<file path="src/rtl/sync_sched_pkg.sv">
// Shared types and helpers for the ena scheduler.
// State encoding, mode codes and LFSR stepping.
package sync_sched_pkg;

  typedef enum logic [1:0] {
    IDLE,
    RUN,
    STEP_FIRE,
    STEP_HOLD
  } state_e;

  localparam logic MODE_RR   = 1'b0;
  localparam logic MODE_LFSR = 1'b1;

  localparam logic [15:0] LFSR_TAPS = 16'hB400;

  function automatic int idle_code(int ntrans);
    return ntrans + 1;
  endfunction

  function automatic logic [15:0] lfsr_adv(
    logic [15:0] v
  );
    return v[0] ? ((v >> 1) ^ LFSR_TAPS)
                : (v >> 1);
  endfunction

endpackage

</file>
<file path="src/rtl/sync_ena_scheduler_pick.sv">
// Rotating-priority first-set-bit search.
// Purely combinational; shared by RR and LFSR modes.
module rot_pri_pick #(
  parameter int N = 8
) (
  input  logic [N-1:0]         req_i,
  input  logic [$clog2(N)-1:0] start_i,
  output logic [$clog2(N)-1:0] idx_o,
  output logic                 valid_o
);

  localparam int IW = $clog2(N);

  always_comb begin
    int   j;
    logic found;
    j       = 0;
    found   = 1'b0;
    idx_o   = '0;
    for (int i = 0; i < N; i++) begin
      j = int'(start_i) + i;
      if (j >= N) j = j - N;
      if (!found && req_i[j[IW-1:0]]) begin
        found = 1'b1;
        idx_o = IW'(j);
      end
    end
    valid_o = found;
  end

endmodule

</file>
<file path="src/rtl/sync_ena_scheduler.sv">
// Fires at most one excited transition per cycle
// on a registered ena bus (RR or LFSR order).
module sync_ena_scheduler
  import sync_sched_pkg::*;
#(
  parameter int          NTRANS   = 8,
  parameter int          EW       = $clog2(NTRANS + 2),
  parameter int          QUIESCE  = 16,
  parameter logic [15:0] SEED_RST = 16'hACE1
) (
  input  logic              clk,
  input  logic              reset,
  input  logic              run,
  input  logic              step_req,
  output logic              step_ack,
  input  logic              mode,
  input  logic              seed_load,
  input  logic [15:0]       seed,
  input  logic [NTRANS-1:0] excited,
  output logic [EW-1:0]     ena,
  output logic              fired,
  output logic              stall,
  output logic [31:0]       fire_count
);

  localparam int IW = $clog2(NTRANS);
  localparam int CW = $clog2(QUIESCE + 1);
  localparam logic [EW-1:0] IDLE_E =
    EW'(idle_code(NTRANS));

  state_e          state_q, state_d;
  logic [EW-1:0]   ena_q, ena_d;
  logic            fired_q, fired_d;
  logic            ack_q, ack_d;
  logic [CW-1:0]   cnt_q, cnt_d;
  logic [31:0]     fc_q, fc_d;
  logic [IW-1:0]   rr_q, rr_d;
  logic [15:0]     lfsr_q, lfsr_d;

  logic [IW-1:0]   rr_start, lf_r, lf_start;
  logic [IW-1:0]   start, pidx;
  logic            pvalid, take;

  assign rr_start = (rr_q == IW'(NTRANS - 1))
                  ? '0 : rr_q + 1'b1;
  assign lf_r     = lfsr_q[IW-1:0];
  assign lf_start = (int'(lf_r) < NTRANS) ? lf_r
                  : IW'(int'(lf_r) - NTRANS);
  assign start    = (mode == MODE_LFSR)
                  ? lf_start : rr_start;

  rot_pri_pick #(
    .N(NTRANS)
  ) u_pick (
    .req_i  (excited),
    .start_i(start),
    .idx_o  (pidx),
    .valid_o(pvalid)
  );

  always_comb begin
    state_d = state_q;
    take    = 1'b0;
    ack_d   = 1'b0;
    unique case (state_q)
      IDLE: begin
        if (run)           state_d = RUN;
        else if (step_req) state_d = STEP_FIRE;
      end
      RUN: begin
        if (!run) state_d = IDLE;
        else      take    = pvalid;
      end
      STEP_FIRE: begin
        if (run) begin
          state_d = RUN;
        end else if (pvalid) begin
          take    = 1'b1;
          ack_d   = 1'b1;
          state_d = STEP_HOLD;
        end
      end
      STEP_HOLD: begin
        if (run)            state_d = RUN;
        else if (!step_req) state_d = IDLE;
      end
      default: state_d = IDLE;
    endcase
  end

  always_comb begin
    ena_d   = take ? EW'(pidx) : IDLE_E;
    fired_d = take;
    fc_d    = take ? fc_q + 32'd1 : fc_q;
    rr_d    = (take && mode == MODE_RR)
            ? pidx : rr_q;
    if (seed_load)
      lfsr_d = (seed == 16'h0) ? 16'h0001 : seed;
    else
      lfsr_d = lfsr_adv(lfsr_q);
    // idle cycles only count while actually running
    if (state_q == RUN && run && !pvalid)
      cnt_d = (cnt_q == CW'(QUIESCE))
            ? cnt_q : cnt_q + 1'b1;
    else
      cnt_d = '0;
  end

  always_ff @(posedge clk) begin
    if (reset) begin
      state_q <= IDLE;
      ena_q   <= IDLE_E;
      fired_q <= 1'b0;
      ack_q   <= 1'b0;
      cnt_q   <= '0;
      fc_q    <= '0;
      rr_q    <= IW'(NTRANS - 1);
      lfsr_q  <= SEED_RST;
    end else begin
      state_q <= state_d;
      ena_q   <= ena_d;
      fired_q <= fired_d;
      ack_q   <= ack_d;
      cnt_q   <= cnt_d;
      fc_q    <= fc_d;
      rr_q    <= rr_d;
      lfsr_q  <= lfsr_d;
    end
  end

  assign ena        = ena_q;
  assign fired      = fired_q;
  assign step_ack   = ack_q;
  assign stall      = (cnt_q == CW'(QUIESCE));
  assign fire_count = fc_q;

endmodule

</file>
<file path="config.mk">
export PLATFORM = sky130hd
export DESIGN_NAME = sync_ena_scheduler
export DESIGN_NICKNAME = d
export VERILOG_FILES = /design/src/rtl/sync_sched_pkg.sv /design/src/rtl/sync_ena_scheduler_pick.sv /design/src/rtl/sync_ena_scheduler.sv
export SDC_FILE = /design/constraint.sdc
export NUM_CORES = 1
export LEC_CHECK = 0
export ABC_AREA = 1
export CORE_MARGIN = 2
export CORE_UTILIZATION = 58
export DETAILED_ROUTE_END_ITERATION = 10
export PLACE_DENSITY = 0.86
export SYNTH_ARGS = -nofsm -noshare
export SYNTH_HDL_FRONTEND = slang
export SYNTH_SLANG_ARGS = --single-unit
</file>
<file path="constraint.sdc">
create_clock -name clk -period 8.4 [get_ports clk]
set_input_delay 1.68 -clock clk [delete_from_list [all_inputs] [get_ports clk]]
set_output_delay 1.68 -clock clk [all_outputs]
set_load 0.01 [all_outputs]
</file>
==> results of run 1 <==
==> critical path, delay by kind of cell <==
family / cells / cell delay [ps]
simple gates: 13 / 2280
fa+ha+maj: 1 / 370
buf+inv: 2 / 750
==> power groups by stage <==
stage / combinational (mW) / clock (mW) / sequential, mW
finish: 0.169 / 0.272 / 0.320
detailed placement: 0.165 / 0 / 0.327
floorplan: 0.120 / 0 / 0.326
CTS: 0.167 / 0.274 / 0.320
global placement: 0.161 / 0 / 0.326
global route: 0.188 / 0.286 / 0.321
==> per-layer routing <==
metal | track usage, % | vias up
met5 | 0 | -
met3 | 5.690 | 22
met4 | 6.749 | 0
li1 | - | 2234
met2 | 48.10 | 199
met1 | 39.43 | 2106
==> through the flow <==
stage	area, um^2	instances
floorplan	4170	642
global placement	4861	786
detailed placement	4861	786
CTS	5057	801
global route	5057	801
finish	5057	801
==> worst max-delay path by stage <==
| stage | startpoint | endpoint | slack, ps |
|---|---|---|---|
| final | mode | ena[1]$_SDFF_PP0_ | 3560 |
| after global routing | mode | ena[1]$_SDFF_PP0_ | 3250 |
| after CTS | mode | ena[1]$_SDFF_PP0_ | 3580 |
| after detailed placement | mode | ena[1]$_SDFF_PP0_ | 3240 |
| after global placement | mode | ena[1]$_SDFF_PP0_ | 3390 |
| after floorplan | mode | fire_count[10]$_SDFFE_PP0P_ | 4720 |
==> cells in the mapped netlist, drive strengths merged (2+ instances only) <==
cell / n
xnor2: 8
nor3: 16
nand2: 179
nor2: 58
nand3: 105
clkbuf: 14
o21ai: 19
inv: 53
a21oi: 47
buf: 8
ha: 11
nand4: 12
xor2: 26
dfxtp: 64
nand3b: 2
nor4: 12
or2: 2
==> cell type report <==
cell class	count	area [um^2]	area share [%]
multi-input combinational	503	2565	50.72
sequential	64	1281	25.33
timing repair buffer	70	695.7	13.76
inverter	53	198.9	3.934
clock buffer	11	141.4	2.796
tap	96	120.1	2.375
clock inverter	4	55.05	1.089
==> state kept, by name, indices dropped and copies added, names as in the netlist <==
register / count
fire_count: 32
lfsr_q: 16
step_ack: 1
fired: 1
rr_q: 3
state_q: 2
ena: 4
cnt_q: 5
==> cell families (layout without fill, tap and decap cells) <==
kind of cell | count (synthesis) | after routing | share of synthesized area [%]
flops | 64 | 64 | 30.72
fa+ha+maj | 11 | 11 | 3.300
compound gates | 70 | 70 | 8.821
xor+xnor | 34 | 34 | 7.141
buf+inv | 75 | 138 | 7.860
simple gates | 388 | 388 | 42.15
==> results.cfg, run 1 <==
[min_path]
holdPathEnd = lfsr_q[5]$_SDFF_PP1_
hold_start = lfsr_q[6]$_SDFF_PP1_
whs_path_depth = 2
hold_path_class = flop to flop

[setup_path]
endpoint_kind = flop
critPathLaunchType = input pin
critPathKind = input pin to flop
crit_fanout = 34
cp_slowest_stage_delay_ps = 630
critical_path_arrival_ps = 5080
reg2reg_slack_ps = 4700
crit_required_ps = 8640
reg2regPathDepth = 17
slowest_stage = clkdlybuf4s50_1
crit_path_cell_trace = clkdlybuf4s50_1 > nor2_2 > nand2_2 > nand2_4 > ha_1 > inv_1 > nand3_1 > nand3_1 > nand2_2 > nor2_2 > nand4_2 > nor2_4 > nand3_4 > nand2_4 > nor2_2 > and2_1
reg2reg_to = ena[1]$_SDFF_PP0_
r2r_start = rr_q[0]$_SDFFE_PP1P_
cpMostUsedCell = nor2_2

[detailed_routing]
drtIter0Drc = 362
highest_layer = met4
drt_first_pass_iters = 5
wl_met2_mm = 5.272
wire_per_inst_um = 14.01
postRouteAntennaNets = 0
met1Wirelength_mm = 4.999
routed_wl_mm = 11.22
route.detailed.drc = 0
vias_per_cell = 5.694
vias = 4561
dr_wl_met3_um = 793

[sta]
finalMaxSlewViolations = 0
min_period_ps = 4836
max_freq_mhz = 206.8
grt_setup_unrepaired = false
maxSlewHeadroom_pct = 56.95
setup_violations = 0
clock_skew_ps = 14.82
tightest_slew_ps = 643.7
hold_ws_ps = 436.9
fin_crit_sh_pct = 57.57
setup_ws_ps = 3564
setup_tns_ps = 0
hold_viol_final = 0

[yosys]
synth-main-ff-cell = dfxtp_1
yosysWarnings = 0
synthArstFlopShare_pct = 0
ys_ff_latch = 64
syn_avg_cell_area_um2 = 6.496
netlist.area_leader.share_pct = 30.72
synth_edf_count = 0
synth_area_um2 = 4170
synth_largest_area_cell = dfxtp_1
syn_inst = 642
yosysSeqAreaShare_pct = 30.72
syn-num-nets = 683
synth.area.top_cells = dfxtp_1 31%, nand2_1 15%, nand3_1 12%, a21oi_1 5.6%, xor2_1 5.5%
ys_types = 35

[global_routing]
grt_max_degree = 39
grt_pass1_vias = 4067
grt_pass1_wl_mm = 18.31
antenna_found_initial = 0
globalRouteTotalUtil_pct = 29.14
overflow = 0

[clock_tree]
cts.repair.resized = 0
post_cts_buffers = 0
clock_sinks = 64
htreeDepth = 3
cts_tree = yes
numCtsBuffers = 9
clk_latency_ps = 360
cts_root_buffer = clkbuf_8
path_clk_slew_ps = 70
clockBufferDepth = 2
ctsHoldBuffers = 0

[final_layout]
final_common_cell = nand2_1
layout.nets = 742
layout_common_cells = 170 x nand2_1, 103 x nand3_1, 68 x clkdlybuf4s50_1
antenna_cells = 0
fillers = 574
final_util_pct = 73.62
drive_above_1_share_pct = 5.674
area_growth_pct = 21.27

[die]
row_count = 30
die_h_um = 88.80
coreArea_um2 = 6869
num_io_pins = 69
start_util_pct = 60.71
die_w_um = 88.80
die_area_um2 = 7885

[place]
place_ws_ps = 3241
port_buffers = 68
hpwl_mm = 8.191
place.gp.congestion = 0.9657

[power]
p_leak_nw = 1.997
ir_drop_v = 0.0001731
p_int_mw = 0.5168
p_seq_share_pct = 42.0
p_total_mw = 0.7605
combPwrFrac_pct = 22.2
pwr-share-clk_pct = 35.7
p_switching_mw = 0.2437
p_per_area_nw_per_um2 = 150.4
switching_share_pct = 32.04

[outcome]
outcome = finished, final reports clean

[job]
cap_violations = 0
Power figures use the tool's default switching activity.
==> run 2, diff against run 1 <==
--- a/config.mk
+++ b/config.mk
@@ -7,9 +7,9 @@
 export LEC_CHECK = 0
 export ABC_AREA = 1
 export CORE_MARGIN = 2
-export CORE_UTILIZATION = 58
+export CORE_UTILIZATION = 49
 export DETAILED_ROUTE_END_ITERATION = 10
-export PLACE_DENSITY = 0.86
+export PLACE_DENSITY = 0.77
 export SYNTH_ARGS = -nofsm -noshare
 export SYNTH_HDL_FRONTEND = slang
 export SYNTH_SLANG_ARGS = --single-unit
==> constraint.sdc (replaced) <==
create_clock -name clk -period 3.95 [get_ports clk]
set_input_delay 0.79 -clock clk [delete_from_list [all_inputs] [get_ports clk]]
set_output_delay 0.79 -clock clk [all_outputs]
set_load 0.01 [all_outputs]
==> run 2 against run 1 <==
Combinational power rose by 110%. Die area is 18% higher. Via count decreased by 2.6%. Sequential power up 110%. Utilization shrank 12 points. First-iteration DRC count down 29%. Critical path type unchanged. Critical endpoint unchanged.
==> results.cfg, run 2 (synthesized netlist as in run 1, its figures left out) <==
[clock_tree]
clockBufferDepth = 2
cts.repair.resized = 0
cts_tree = yes
path_clk_slew_ps = 70
clock_sinks = 64
cts_root_buffer = clkbuf_8
clk_latency_ps = 330
numCtsBuffers = 9
post_cts_buffers = 0
htreeDepth = 3
ctsHoldBuffers = 0

[place]
place.gp.congestion = 0.9838
placedCellCount = 800
hpwl_mm = 8.297
port_buffers = 68
place_area_um2 = 4910

[power]
p_per_area_nw_per_um2 = 301.7
ir_drop_v = 0.0002512
switching_share_pct = 32.50
p_int_mw = 1.035
p_seq_share_pct = 44.3
pwr-share-clk_pct = 32.0
p_switching_mw = 0.4981
p_leak_nw = 2.009
combPwrFrac_pct = 23.7

[detailed_routing]
vias = 4442
routed_wl_mm = 10.88
route.detailed.drc = 0
postRouteAntennaNets = 0
vias_per_cell = 5.450
drt_first_pass_iters = 5
drtIter0Drc = 258
wire_per_inst_um = 13.34

[final_layout]
layout_common_cells = 170 x nand2_1, 103 x nand3_1, 68 x clkdlybuf4s50_1
final_common_cell = nand2_1
drive_above_1_share_pct = 6.479
fin_cells = 815
antenna_cells = 0
finalInstanceArea_um2 = 5081
layout.nets = 747
largest_register_ffs = 32
final_util_pct = 61.84
area_growth_pct = 21.84

[sta]
fin_crit_sh_pct = 85.85
tightest_slew_ps = 660.2
finalMaxSlewViolations = 0
maxSlewHeadroom_pct = 55.85
setup_tns_ps = 0
hold_viol_final = 0
setup_violations = 0
grt_setup_unrepaired = false
clock_skew_ps = 8.680
min_period_ps = 3391
max_freq_mhz = 294.9

[setup_path]
reg2regPathDepth = 17
cpMostUsedCell = nor2_2
crit_path_cell_trace = clkdlybuf4s50_1 > nor2_2 > nand2_2 > nand2_4 > ha_1 > inv_1 > nand3_1 > nand3_1 > nand2_2 > nor2_2 > nand4_2 > nor2_4 > nand3_4 > nand2_4 > nor2_2 > and2_1
cp_slowest_stage_delay_ps = 650
crit_required_ps = 4180
reg2reg_to = ena[1]$_SDFF_PP0_
crit_fanout = 32
critical_path_arrival_ps = 3630
cp-startpoint = mode
critPathLaunchType = input pin
slowest_stage = clkdlybuf4s50_1
endpoint_kind = flop
reg2reg_slack_ps = 880
critPathKind = input pin to flop
r2r_start = rr_q[0]$_SDFFE_PP1P_

[global_routing]
grt_util_met3_pct = 4.464
grt_pass1_wl_mm = 18.57
met1_usage_pct = 33.59
grt_pass1_vias = 4051
met2_usage_pct = 41.90
antenna_found_initial = 0
grt-busiest-layer = met2
globalRouteTotalUtil_pct = 25.02
overflow = 0
grt_max_degree = 33

[min_path]
hold_path_class = flop to flop
hold_start = lfsr_q[7]$_SDFF_PP1_
holdPathEnd = lfsr_q[6]$_SDFF_PP1_
whs_path_depth = 2

[die]
die_w_um = 96.26
row_count = 33
coreArea_um2 = 8217
num_io_pins = 69
die_area_um2 = 9265
start_util_pct = 50.75
die_h_um = 96.26

[outcome]
outcome = finished, final reports clean

[job]
cap_violations = 0
==> run 2: cell count changes in the layout (fill, tap and decap cells not counted) <==
| cell | before | now |
|---|---|---|
| clkinv_4 | 2 | 1 |
| clkinv_2 | 0 | 2 |
| buf_4 | 2 | 7 |
| bufinv_16 | 1 | 0 |
| clkinvlp_4 | 1 | 2 |
| clkbuf_1 | 1 | 0 |
==> run 2: critical path: cells and delay by family <==
family / cells / cell delay [ps]
adder cells (fa/ha/maj): 1 / 350
buffers and inverters: 2 / 780
AND/OR/NAND/NOR: 13 / 1670
==> run 2: metrics by stage <==
| stage | power, mW | hold WS [ps] | setup WS, ps |
|---|---|---|---|
| 2_1_floorplan | 0.9486 | 406.1 | 1164 |
| 3_3_place_gp | 1.046 | 412.0 | 368.8 |
| 3_5_place_dp | 1.053 | 416.7 | 228.6 |
| 4_1_cts | 1.542 | 435.7 | 572.2 |
| 5_1_grt | 1.624 | 451.2 | 351.1 |
| 6_report | 1.533 | 436.9 | 558.9 |
==> run 2: power groups by stage <==
stage / clock (mW) / combinational, mW / sequential, mW
2_1_floorplan: 0 / 0.256 / 0.693
3_3_place_gp: 0 / 0.353 / 0.693
3_5_place_dp: 0 / 0.360 / 0.694
4_1_cts: 0.501 / 0.361 / 0.679
5_1_grt: 0.532 / 0.410 / 0.682
6_report: 0.491 / 0.363 / 0.679
==> run 2: metal layers <==
metal	part of all wire, %	vias to the layer above
met4	0.96	0
met1	47	2057
met5	0	-
li1	-	2252
met3	4.7	13
met2	47	120
==> run 2: area by class of cell <==
cell class / count / area, um^2
Clock buffer: 10 / 137.6
Clock inverter: 5 / 33.78
Tap cell: 105 / 131.4
Inverter: 53 / 198.9
Fill cell: 789 / 3136
Sequential cell: 64 / 1281
Timing Repair Buffer: 75 / 733.2
Multi-Input combinational cell: 503 / 2565
==> run 2: worst max path at each step <==
stage	end	slack, ps	cells past startpoint
2_1_floorplan	fire_count[10]$_SDFFE_PP0P_	1160	16
3_3_place_gp	ena[1]$_SDFF_PP0_	370	16
3_5_place_dp	ena[1]$_SDFF_PP0_	230	16
4_1_cts	ena[1]$_SDFF_PP0_	570	16
5_1_grt	fire_count[0]$_SDFFE_PP0P_	350	17
6_report	ena[1]$_SDFF_PP0_	560	16
